==> config.mk <==
export PLATFORM = sky130hd
export DESIGN_NAME = pifo_io_responder_flat
export DESIGN_NICKNAME = d
export VERILOG_FILES = /design/src/rtl/pifo_io_responder_if.sv /design/src/rtl/pifo_io_responder.sv /design/src/flat_wrapper.sv
export SDC_FILE = /design/constraint.sdc
export NUM_CORES = 2
export LEC_CHECK = 0
export CAP_MARGIN = 20
export CORE_UTILIZATION = 40
export DETAILED_ROUTE_END_ITERATION = 8
export GPL_ROUTABILITY_DRIVEN = 0
export HOLD_SLACK_MARGIN = 0.05
export PLACE_DENSITY_LB_ADDON = 0.1
export SYNTH_ARGS = -nofsm -noshare
export SYNTH_HDL_FRONTEND = slang
export SYNTH_SLANG_ARGS = --single-unit
==> constraint.sdc <==
create_clock -name i_clk -period 5.4 [get_ports i_clk]
set_clock_uncertainty 0.1 [all_clocks]
set_input_delay 1.08 -clock i_clk [delete_from_list [all_inputs] [get_ports i_clk]]
set_output_delay 1.08 -clock i_clk [all_outputs]
set_load 0.05 [all_outputs]
==> src/rtl/pifo_io_responder_if.sv <==
// IO port link between the port mux (master) and the PIFO responder (slave).
// Carries one push and one pop request per cycle plus the pop response and status.
interface pifo_io_responder_if #(
    parameter int unsigned PTW      = 16,
    parameter int unsigned MTW      = 32,
    parameter int unsigned PLW      = 12,
    parameter int unsigned TREE_NUM = 2
) ();
    localparam int unsigned DW  = MTW + PTW + PLW;
    localparam int unsigned TNB = (TREE_NUM > 1) ? $clog2(TREE_NUM) : 1;

    logic                i_push;
    logic [TNB-1:0]      i_push_tree_id;
    logic [DW-1:0]       i_push_data;
    logic                i_pop;
    logic [TNB-1:0]      i_pop_tree_id;
    logic                o_pop_valid;
    logic [TNB-1:0]      o_pop_tree_id;
    logic [DW-1:0]       o_pop_data;
    logic                o_is_level0_pop;
    logic [TREE_NUM-1:0] o_tree_full;
    logic                o_task_fifo_full;
    logic                o_push_drop;
    logic                o_pop_empty;

    modport master (
        output i_push, i_push_tree_id, i_push_data, i_pop, i_pop_tree_id,
        input  o_pop_valid, o_pop_tree_id, o_pop_data, o_is_level0_pop,
        input  o_tree_full, o_task_fifo_full, o_push_drop, o_pop_empty
    );

    modport slave (
        input  i_push, i_push_tree_id, i_push_data, i_pop, i_pop_tree_id,
        output o_pop_valid, o_pop_tree_id, o_pop_data, o_is_level0_pop,
        output o_tree_full, o_task_fifo_full, o_push_drop, o_pop_empty
    );
endinterface

==> src/rtl/pifo_io_responder.sv <==
// PIFO end of the IO port link: one shift-register PIFO per tree, lowest priority popped first.
// All outputs are registered; a push and a pop may hit the same tree in one cycle.
module pifo_io_responder #(
    parameter int unsigned PTW       = 16,
    parameter int unsigned MTW       = 32,
    parameter int unsigned PLW       = 12,
    parameter int unsigned TREE_NUM  = 2,
    parameter int unsigned FIFO_SIZE = 8
) (
    input logic                 i_clk,
    input logic                 i_arst_n,
    pifo_io_responder_if.slave  bus
);
    localparam int unsigned DW   = MTW + PTW + PLW;
    localparam int unsigned TNB  = (TREE_NUM > 1) ? $clog2(TREE_NUM) : 1;
    localparam int unsigned CNTW = $clog2(FIFO_SIZE + 1);

    typedef logic [DW-1:0] entry_t;

    entry_t              r_entry   [TREE_NUM][FIFO_SIZE];
    logic [CNTW-1:0]     r_count   [TREE_NUM];
    logic                r_pop_valid;
    logic [TNB-1:0]      r_pop_tree_id;
    entry_t              r_pop_data;
    logic                r_is_level0;
    logic [TREE_NUM-1:0] r_tree_full;
    logic                r_task_full;
    logic                r_push_drop;
    logic                r_pop_empty;

    entry_t              w_entry_d [TREE_NUM][FIFO_SIZE];
    logic [CNTW-1:0]     w_count_d [TREE_NUM];
    entry_t              w_post    [FIFO_SIZE];
    logic [FIFO_SIZE-1:0] w_keep;
    logic [CNTW-1:0]     w_cnt_post;
    logic [TREE_NUM-1:0] w_pop_hit;
    logic [TREE_NUM-1:0] w_push_hit;
    logic [TREE_NUM-1:0] w_full_d;
    logic                w_push_ok;
    logic                w_pop_ok;
    logic [PTW-1:0]      w_new_prio;
    entry_t              w_pop_head;

    always_comb begin
        w_entry_d  = r_entry;
        w_count_d  = r_count;
        w_post     = r_entry[0];
        w_keep     = '0;
        w_cnt_post = '0;
        w_pop_hit  = '0;
        w_push_hit = '0;
        w_full_d   = '0;
        w_pop_head = '0;
        w_push_ok  = bus.i_push && (32'(bus.i_push_tree_id) < TREE_NUM);
        w_pop_ok   = bus.i_pop && (32'(bus.i_pop_tree_id) < TREE_NUM);
        w_new_prio = bus.i_push_data[PLW+:PTW];

        for (int unsigned t = 0; t < TREE_NUM; t++) begin
            w_pop_hit[t]  = w_pop_ok && (32'(bus.i_pop_tree_id) == t) && (r_count[t] != '0);
            // A full tree still takes the push when the same cycle pops it.
            w_push_hit[t] = w_push_ok && (32'(bus.i_push_tree_id) == t) &&
                            ((32'(r_count[t]) < FIFO_SIZE) || w_pop_hit[t]);
            w_cnt_post    = r_count[t] - CNTW'(w_pop_hit[t]);

            for (int unsigned i = 0; i < FIFO_SIZE - 1; i++) begin
                w_post[i] = w_pop_hit[t] ? r_entry[t][i+1] : r_entry[t][i];
            end
            w_post[FIFO_SIZE-1] = w_pop_hit[t] ? '0 : r_entry[t][FIFO_SIZE-1];

            // Keep-mask is a prefix: valid entries with prio <= new stay put (FIFO on ties).
            for (int unsigned i = 0; i < FIFO_SIZE; i++) begin
                w_keep[i] = (CNTW'(i) < w_cnt_post) && !(w_post[i][PLW+:PTW] > w_new_prio);
            end

            w_entry_d[t][0] = (!w_push_hit[t] || w_keep[0]) ? w_post[0] : bus.i_push_data;
            for (int unsigned i = 1; i < FIFO_SIZE; i++) begin
                if (!w_push_hit[t] || w_keep[i]) begin
                    w_entry_d[t][i] = w_post[i];
                end else if (w_keep[i-1]) begin
                    w_entry_d[t][i] = bus.i_push_data;
                end else begin
                    w_entry_d[t][i] = w_post[i-1];
                end
            end

            w_count_d[t] = r_count[t] - CNTW'(w_pop_hit[t]) + CNTW'(w_push_hit[t]);
            w_full_d[t]  = (32'(w_count_d[t]) == FIFO_SIZE);
            if (w_pop_hit[t]) begin
                w_pop_head = r_entry[t][0];
            end
        end
    end

    always_ff @(posedge i_clk) begin
        if (!i_arst_n) begin
            for (int unsigned t = 0; t < TREE_NUM; t++) begin
                r_count[t] <= '0;
                for (int unsigned i = 0; i < FIFO_SIZE; i++) begin
                    r_entry[t][i] <= '0;
                end
            end
            r_pop_valid   <= 1'b0;
            r_pop_tree_id <= '0;
            r_pop_data    <= '0;
            r_is_level0   <= 1'b0;
            r_tree_full   <= '0;
            r_task_full   <= 1'b0;
            r_push_drop   <= 1'b0;
            r_pop_empty   <= 1'b0;
        end else begin
            r_entry     <= w_entry_d;
            r_count     <= w_count_d;
            r_pop_valid <= |w_pop_hit;
            r_is_level0 <= (|w_pop_hit) && (bus.i_pop_tree_id == '0);
            if (|w_pop_hit) begin
                r_pop_tree_id <= bus.i_pop_tree_id;
                r_pop_data    <= w_pop_head;
            end
            r_tree_full <= w_full_d;
            r_task_full <= |w_full_d;
            r_push_drop <= bus.i_push && !(|w_push_hit);
            r_pop_empty <= bus.i_pop && !(|w_pop_hit);
        end
    end

    assign bus.o_pop_valid      = r_pop_valid;
    assign bus.o_pop_tree_id    = r_pop_tree_id;
    assign bus.o_pop_data       = r_pop_data;
    assign bus.o_is_level0_pop  = r_is_level0;
    assign bus.o_tree_full      = r_tree_full;
    assign bus.o_task_fifo_full = r_task_full;
    assign bus.o_push_drop      = r_push_drop;
    assign bus.o_pop_empty      = r_pop_empty;
endmodule

==> src/flat_wrapper.sv <==
// flat-port wrapper written by rule: the top's interface ports become plain ports
module pifo_io_responder_flat 
#(
    parameter int unsigned PTW       = 16,
    parameter int unsigned MTW       = 32,
    parameter int unsigned PLW       = 12,
    parameter int unsigned TREE_NUM  = 2,
    parameter int unsigned FIFO_SIZE = 8
)
  (i_clk, i_arst_n, bus_i_push, bus_i_push_tree_id, bus_i_push_data, bus_i_pop, bus_i_pop_tree_id, bus_o_pop_valid, bus_o_pop_tree_id, bus_o_pop_data, bus_o_is_level0_pop, bus_o_tree_full, bus_o_task_fifo_full, bus_o_push_drop, bus_o_pop_empty);
  pifo_io_responder_if #(.PTW(PTW), .MTW(MTW), .PLW(PLW), .TREE_NUM(TREE_NUM)) bus_i ();
  input logic i_clk;
  input logic i_arst_n;
  input wire logic [$bits(bus_i.i_push)-1:0] bus_i_push;
  input wire logic [$bits(bus_i.i_push_tree_id)-1:0] bus_i_push_tree_id;
  input wire logic [$bits(bus_i.i_push_data)-1:0] bus_i_push_data;
  input wire logic [$bits(bus_i.i_pop)-1:0] bus_i_pop;
  input wire logic [$bits(bus_i.i_pop_tree_id)-1:0] bus_i_pop_tree_id;
  output wire logic [$bits(bus_i.o_pop_valid)-1:0] bus_o_pop_valid;
  output wire logic [$bits(bus_i.o_pop_tree_id)-1:0] bus_o_pop_tree_id;
  output wire logic [$bits(bus_i.o_pop_data)-1:0] bus_o_pop_data;
  output wire logic [$bits(bus_i.o_is_level0_pop)-1:0] bus_o_is_level0_pop;
  output wire logic [$bits(bus_i.o_tree_full)-1:0] bus_o_tree_full;
  output wire logic [$bits(bus_i.o_task_fifo_full)-1:0] bus_o_task_fifo_full;
  output wire logic [$bits(bus_i.o_push_drop)-1:0] bus_o_push_drop;
  output wire logic [$bits(bus_i.o_pop_empty)-1:0] bus_o_pop_empty;
  assign bus_i.i_push = bus_i_push;
  assign bus_i.i_push_tree_id = bus_i_push_tree_id;
  assign bus_i.i_push_data = bus_i_push_data;
  assign bus_i.i_pop = bus_i_pop;
  assign bus_i.i_pop_tree_id = bus_i_pop_tree_id;
  assign bus_o_pop_valid = bus_i.o_pop_valid;
  assign bus_o_pop_tree_id = bus_i.o_pop_tree_id;
  assign bus_o_pop_data = bus_i.o_pop_data;
  assign bus_o_is_level0_pop = bus_i.o_is_level0_pop;
  assign bus_o_tree_full = bus_i.o_tree_full;
  assign bus_o_task_fifo_full = bus_i.o_task_fifo_full;
  assign bus_o_push_drop = bus_i.o_push_drop;
  assign bus_o_pop_empty = bus_i.o_pop_empty;
  pifo_io_responder #(.PTW(PTW), .MTW(MTW), .PLW(PLW), .TREE_NUM(TREE_NUM), .FIFO_SIZE(FIFO_SIZE)) u_core (.i_clk(i_clk), .i_arst_n(i_arst_n), .bus(bus_i));
endmodule
Word level (Yosys, flattened, before mapping)
Index checks and enable logic that the tools add are counted.
{"block": "totals", "elab_cells": 190, "out_inout_bits": 68, "reg_bits": 1036, "inputBits": 66}
{"block": "op_classes", "add_sub_neg": 4, "muxes": 48, "bitwise": 2, "n_reduce_logical": 70, "magnitude_cmp": 34, "n_eq_ne": 4}
{"cell": "60-bit 2-to-1 mux", "n": 48}
{"cell": "16-bit greater-than comparator", "n": 16}
{"cell": "3-bit by 4-bit less-than comparator with 1-bit output, first input constant", "n": 8}
{"cell": "1-bit logical AND", "n": 27}
{"cell": "1-bit zero test", "n": 20}
{"cell": "1-bit logical OR", "n": 18}
{"cell": "1-bit by 4-bit less-than comparator with 1-bit output, first input constant", "n": 4}
{"cell": "2-bit by 4-bit less-than comparator with 1-bit output, first input constant", "n": 4}
{"cell": "4-bit by 1-bit adder with 4-bit output", "n": 2}
{"cell": "4-bit == test, second input constant", "n": 2}
{"cell": "4-bit less-than comparator, second input constant", "n": 2}
{"cell": "4-bit nonzero test", "n": 2}
{"cell": "4-bit by 1-bit subtractor with 4-bit output", "n": 2}
{"cell": "2-bit OR reduction", "n": 3}
{"cell": "2-bit by 1-bit inequality test with 1-bit output, second input constant", "n": 2}
{"cell": "1-bit inverter", "n": 2}

Logic depth before layout (Yosys ltp)
{"block": "depth", "ltp_word": 9, "mapped_depth": 19, "mapped_depth_nobuf": 14}

Worst setup path before layout
OpenSTA, ideal clock, no wires.
{"block": "synth_timing", "path_kind": "input to register", "from": "input port bus_i_pop_tree_id", "to": "register u_core.r_entry[510] in the netlist's numbering", "t_arrival_ns": 4.919, "t_required_ns": 5.175, "setup_slack_ns": 0.256, "path_buffers": 6, "setup_ns": 0.125, "cell_stages": 18, "path_cell_list": "nand2b_1 -> or2_2 -> clkbuf_1 -> clkbuf_1 -> buf_1 -> clkbuf_1 -> nand2_1 -> o21ai_0 -> ha_1 -> nand4_1 -> or4_4 -> and3b_1 -> a211oi_4 -> nand2_2 -> a31o_1 -> buf_2 -> buf_6 -> o2bb2ai_1"}
{"block": "synth_via", "elab_chain_len": 9, "elab_cells_between_ends": 21, "classes_between": "1 x add/sub; 4 x order compare; 1 x eq/ne; 4 x mux; 1 x bitwise; 10 x reduce/logical"}
{"element": "from (decl)", "line_no": "flat_wrapper.sv:18", "rtl": "input wire logic [$bits(bus_i.i_pop_tree_id)-1:0] bus_i_pop_tree_id;"}
{"element": "1-bit inverter *", "line_no": "pifo_io_responder.sv:59", "rtl": "w_pop_hit[t] = w_pop_ok && (32'(bus.i_pop_tree_id) == t) && (r_count[t] != '0);"}
{"element": "1-bit logical AND * (2 in series)", "line_no": "pifo_io_responder.sv:59"}
{"element": "60-bit 2-to-1 mux (on tied branches)", "line_no": "pifo_io_responder.sv:66, pifo_io_responder.sv:68"}
{"element": "16-bit greater-than comparator", "line_no": "pifo_io_responder.sv:72", "rtl": "w_keep[i] = (CNTW'(i) < w_cnt_post) && !(w_post[i][PLW+:PTW] > w_new_prio);"}
{"element": "1-bit zero test", "line_no": "pifo_io_responder.sv:72"}
{"element": "1-bit logical AND", "line_no": "pifo_io_responder.sv:72"}
{"element": "60-bit 2-to-1 mux / 1-bit logical OR (equally long branches)", "line_no": "pifo_io_responder.sv:79, pifo_io_responder.sv:77"}
{"element": "60-bit 2-to-1 mux / 2-bit by 1-bit inequality test with 1-bit output (equally long branches)"}
{"element": "to (signal assigned)", "line_no": "pifo_io_responder.sv:111", "rtl": "r_entry <= w_entry_d;"}
{"element": "to (decl)", "line_no": "pifo_io_responder.sv:20", "rtl": "entry_t r_entry [TREE_NUM][FIFO_SIZE];"}
Mark *: on every way between the ends. The rest lies on a longest branch, timed or not. The select of a mux whose other input is x is not followed.
A chain may end at the register's enable or synchronous reset.

Worst setup path after layout
{"block": "layout_timing", "from": "input port bus_i_pop_tree_id", "to": "register u_core.r_entry[487] in the netlist's numbering"}
The elaborated chain is that of the path after synthesis.

==> impl_metrics.yaml <==
yosys:
  seq_area_frac_synth_pct: 35.5
  netlist.area_leader.share_pct: 35.5
  yosys_warnings: 0
  ys_seq_elements: 1036
  synth_area_per_cell_sq_um: 7.86
  syn_nets: 7770
  yosysMostFrequentCell: "nand2_1"
  yosysUniqueCellTypes: 64
  synth_commonest_cells: "nand2_1 (1844), dfxtp_1 (1036), mux2i_1 (841), clkbuf_1 (536), o22ai_1 (471)"
  synth_area_sq_um: 58500
  syn_inst: 7440
  yosys.area.top_type: "dfxtp_1"
  synth_area_leaders: "dfxtp_1 (35%), mux2i_1 (14%), nand2_1 (12%), ha_1 (5.7%), o22ai_1 (5.0%)"
  synth-main-ff-cell: "dfxtp_1"
  synth_edf_count: 0
  async_reset_ff_share_pct: 0
timing:
  fin_crit_sh_pct: 88.0
  rsz0062_at_grt: "no"
  setup_viol: 0
  timing.hold.ws_ns: 0.352
  fin_crit_ns: 4.75
  final_hold_viol_count: 0
  fin_ws_ns: 0.650
  finalMaxSlewViolations: 0
  fin_tns_setup_ns: 0
  fmax_mhz: 211
  slew_headroom_pct: 22.2
  tightest_slew_ns: 1.17
final_layout:
  syn2layout_area_growth_pct: 16.7
  design_area_sq_um: 68200
  fin_nets: 7746
  drive_gt1_share_pct: 9.69
route:
  route.antenna.remaining_nets: 0
  drc_errors: 0
  detail_route.wl_per_cell_microns: 23.2
  routed_wl_microns: 219000
  num_vias: 55400
  drt_iter0_drc: 4663
  viasPerCell: 5.88
  drt_pass1_iterations: 6
power_and_ir_drop:
  p_comb_share_pct: 57.7
  power_frac_clock_pct: 18.7
  sequentialPowerShare_pct: 23.6
  swShare_pct: 45.3
  p_per_area_nw_per_um2: 667
  p_leak_uw: 0.0310
  peakVddDrop_mv: 0.881
  p_switching_uw: 20600
  power_uw: 45500
  internal_power_uw: 24900
setup_path:
  critPathBufInv: 4
  r2r-start: "u_core.r_count[3]"
  crit_top_cell: "buf_12"
  path_class: "in -> reg"
  slowest_stage: "or4_4"
  crit_arrival_ns: 5.28
  max_stage_delay_ns: 0.57
  crit_family: "simple AND/OR/NAND/NOR gates"
  crit_chain: "clkdlybuf4s50_1 -> nand2b_1 -> or2_4 -> buf_12 -> nand2_1 -> o21ai_0 -> ha_1 -> nand4_1 -> or4_4 -> and3b_1 -> a211oi_4 -> buf_4 -> nand2_4 -> a31o_2 -> buf_12 -> o2bb2ai_1"
  start_kind: "input pin"
  worstPathMaxFanout: 44
  cp-end-kind: "flop"
  crit_start: "bus_i_pop_tree_id"
  cp.required_ns: 5.93
placement:
  port_buffers: 133
  dpl-instance-area_sq_um: 64100
  post-dp-hpwl_microns: 140000
  place_ws_ns: -0.0316
cts:
  cts-resized-gates: 0
  cts_hold_buf: 0
  clock_path_buffers: 3
  cts-root-buf: "clkbuf_16"
  cts_tree: "done"
  cts_made_buffers: 120
  cts_setup_buffers: 0
  htreeDepth: 3
  cts.clk_slew.worst_paths_ns: 0.06
  insertion_delay_ns: 0.78
  numClockSinks: 1036
floorplanning:
  num_io_pins: 134
  start_util_pct: 40.5
  die_y_microns: 384
  die-area_sq_um: 148000
  rows: 139
  die_w_microns: 384
  coreArea_sq_um: 144000
outcome:
  outcome: "finished, final reports clean"
min_path:
  hp-start: "u_core.bus.o_pop_data[25]"
  hold_class: "reg -> reg"
grt:
  grt_pass1_wl_microns: 331000
  grt_max_degree: 149
  grt_pass1_vias: 53800
  grt_usage_pct: 28.9
  grt-ovfl-total: 0
  antenna_found_initial: 10
flow_run:
  drv_cap: 0
final cells by class:
class	count	area, sq um
Clock inverter	48	519
Multi-Input combinational cell	5488	34500
Timing Repair Buffer	515	5520
Tap cell	1903	2380
Inverter	255	980
Clock buffer	173	3540
Sequential cell	1036	20700
Antenna cell	3	7.51
Fill cell	14500	76100
cell families (layout without fill, tap and decap cells):
group | Yosys count | count (layout) | synth area share, %
buffers and inverters | 916 | 991 | 6.04
other | 0 | 3 | 0
XOR/XNOR | 8 | 8 | 0.120
adder cells (fa/ha/maj) | 264 | 264 | 5.65
AO/OA/AOI/OAI | 1614 | 1614 | 17.6
flip-flops | 1036 | 1036 | 35.5
multiplexers | 929 | 929 | 16.1
AND/OR/NAND/NOR | 2673 | 2673 | 19.0
power by group through the flow:
stage | Combinational (uW) | Sequential (uW) | Clock, uW
after floorplan | 16300 | 10900 | 0
after global placement | 25700 | 10800 | 0
after detailed placement | 25900 | 10800 | 0
after CTS | 26000 | 10700 | 8660
after global routing | 27900 | 10900 | 8960
final | 26300 | 10700 | 8510
per-stage QoR:
step           instances  utilization, %
2_1_floorplan       7440               -
3_3_place_gp        9194            44.4
3_5_place_dp        9196            44.4
4_1_cts             9417            47.2
5_1_grt             9420            47.3
6_report            9421            47.3
placed cells by master, fill, tap and decap left out, types with 6 or more instances in the layout:
| cell type | Yosys | final |
|---|---|---|
| a21oi_1 | 348 | 346 |
| xnor2_1 | 6 | 6 |
| clkdlybuf4s50_1 | 0 | 132 |
| nand4_1 | 59 | 59 |
| o22ai_1 | 471 | 470 |
| buf_4 | 0 | 276 |
| a211oi_1 | 179 | 177 |
| o21a_1 | 22 | 22 |
| o211ai_1 | 148 | 148 |
| o2bb2ai_1 | 49 | 48 |
| nand2_1 | 1844 | 1838 |
| a211o_1 | 45 | 44 |
| mux2_2 | 88 | 88 |
| clkinvlp_4 | 0 | 6 |
| nor4_1 | 13 | 13 |
| buf_12 | 0 | 103 |
| clkinv_2 | 0 | 25 |
| bufinv_16 | 0 | 8 |
| inv_1 | 251 | 251 |
| or3_1 | 7 | 6 |
| mux2i_1 | 841 | 841 |
| nor2b_1 | 14 | 14 |
| clkbuf_16 | 0 | 120 |
| ha_1 | 264 | 264 |
| dfxtp_1 | 1036 | 1036 |
| and2_1 | 144 | 143 |
| a311oi_1 | 52 | 52 |
| a21o_1 | 22 | 20 |
| and3_1 | 50 | 49 |
| nor2_1 | 323 | 318 |
| nand3_1 | 138 | 135 |
| nor3_1 | 56 | 56 |
| o21ai_4 | 0 | 7 |
| clkbuf_8 | 0 | 34 |
| o21ai_0 | 228 | 227 |
| a22oi_1 | 9 | 9 |
| clkbuf_1 | 536 | 19 |
registers in the layout, summed over array words and instances (netlist names):
name,count
u_core.bus.o_task_fifo_full,1
u_core.bus.o_tree_full,2
u_core.bus.o_pop_valid,1
u_core.bus.o_pop_empty,1
u_core.bus.o_push_drop,1
u_core.r_count,8
u_core.r_entry,960
u_core.bus.o_pop_data,60
u_core.bus.o_pop_tree_id,1
u_core.bus.o_is_level0_pop,1
metal layers:
metal  track usage [%]  vias up  part of all wire, %
met3              3.95      356                  5.8
met5                 0        -                    0
met4              8.85        0                  2.9
li1                  -    26200                    -
met2              47.7     1639                   46
met1              38.8    27200                   45
final timing paths:
path | endpoint | slack [ns] | cells after the start
setup / recovery | u_core.r_entry[487] | 0.65 | 16
hold / removal | u_core.bus.o_pop_data[25] | 0.35 | 2
setup reg to reg | u_core.r_entry[419] | 1.03 | 14
hold reg to reg | u_core.bus.o_pop_data[25] | 0.35 | 2
worst reg2reg max path: stages, from the launching register on:
cell	delay (ns)
dfxtp_1	0.40
nor3_1	0.48
a21o_4	0.30
inv_8	0.11
mux2i_1	0.33
inv_1	0.08
ha_1	0.32
nand4_1	0.19
or4_1	0.56
or3_2	0.49
buf_4	0.24
buf_4	0.26
nand3_1	0.14
o211ai_1	0.09
a21oi_1	0.18
Note: power is estimated with default switching activity, not from simulation.
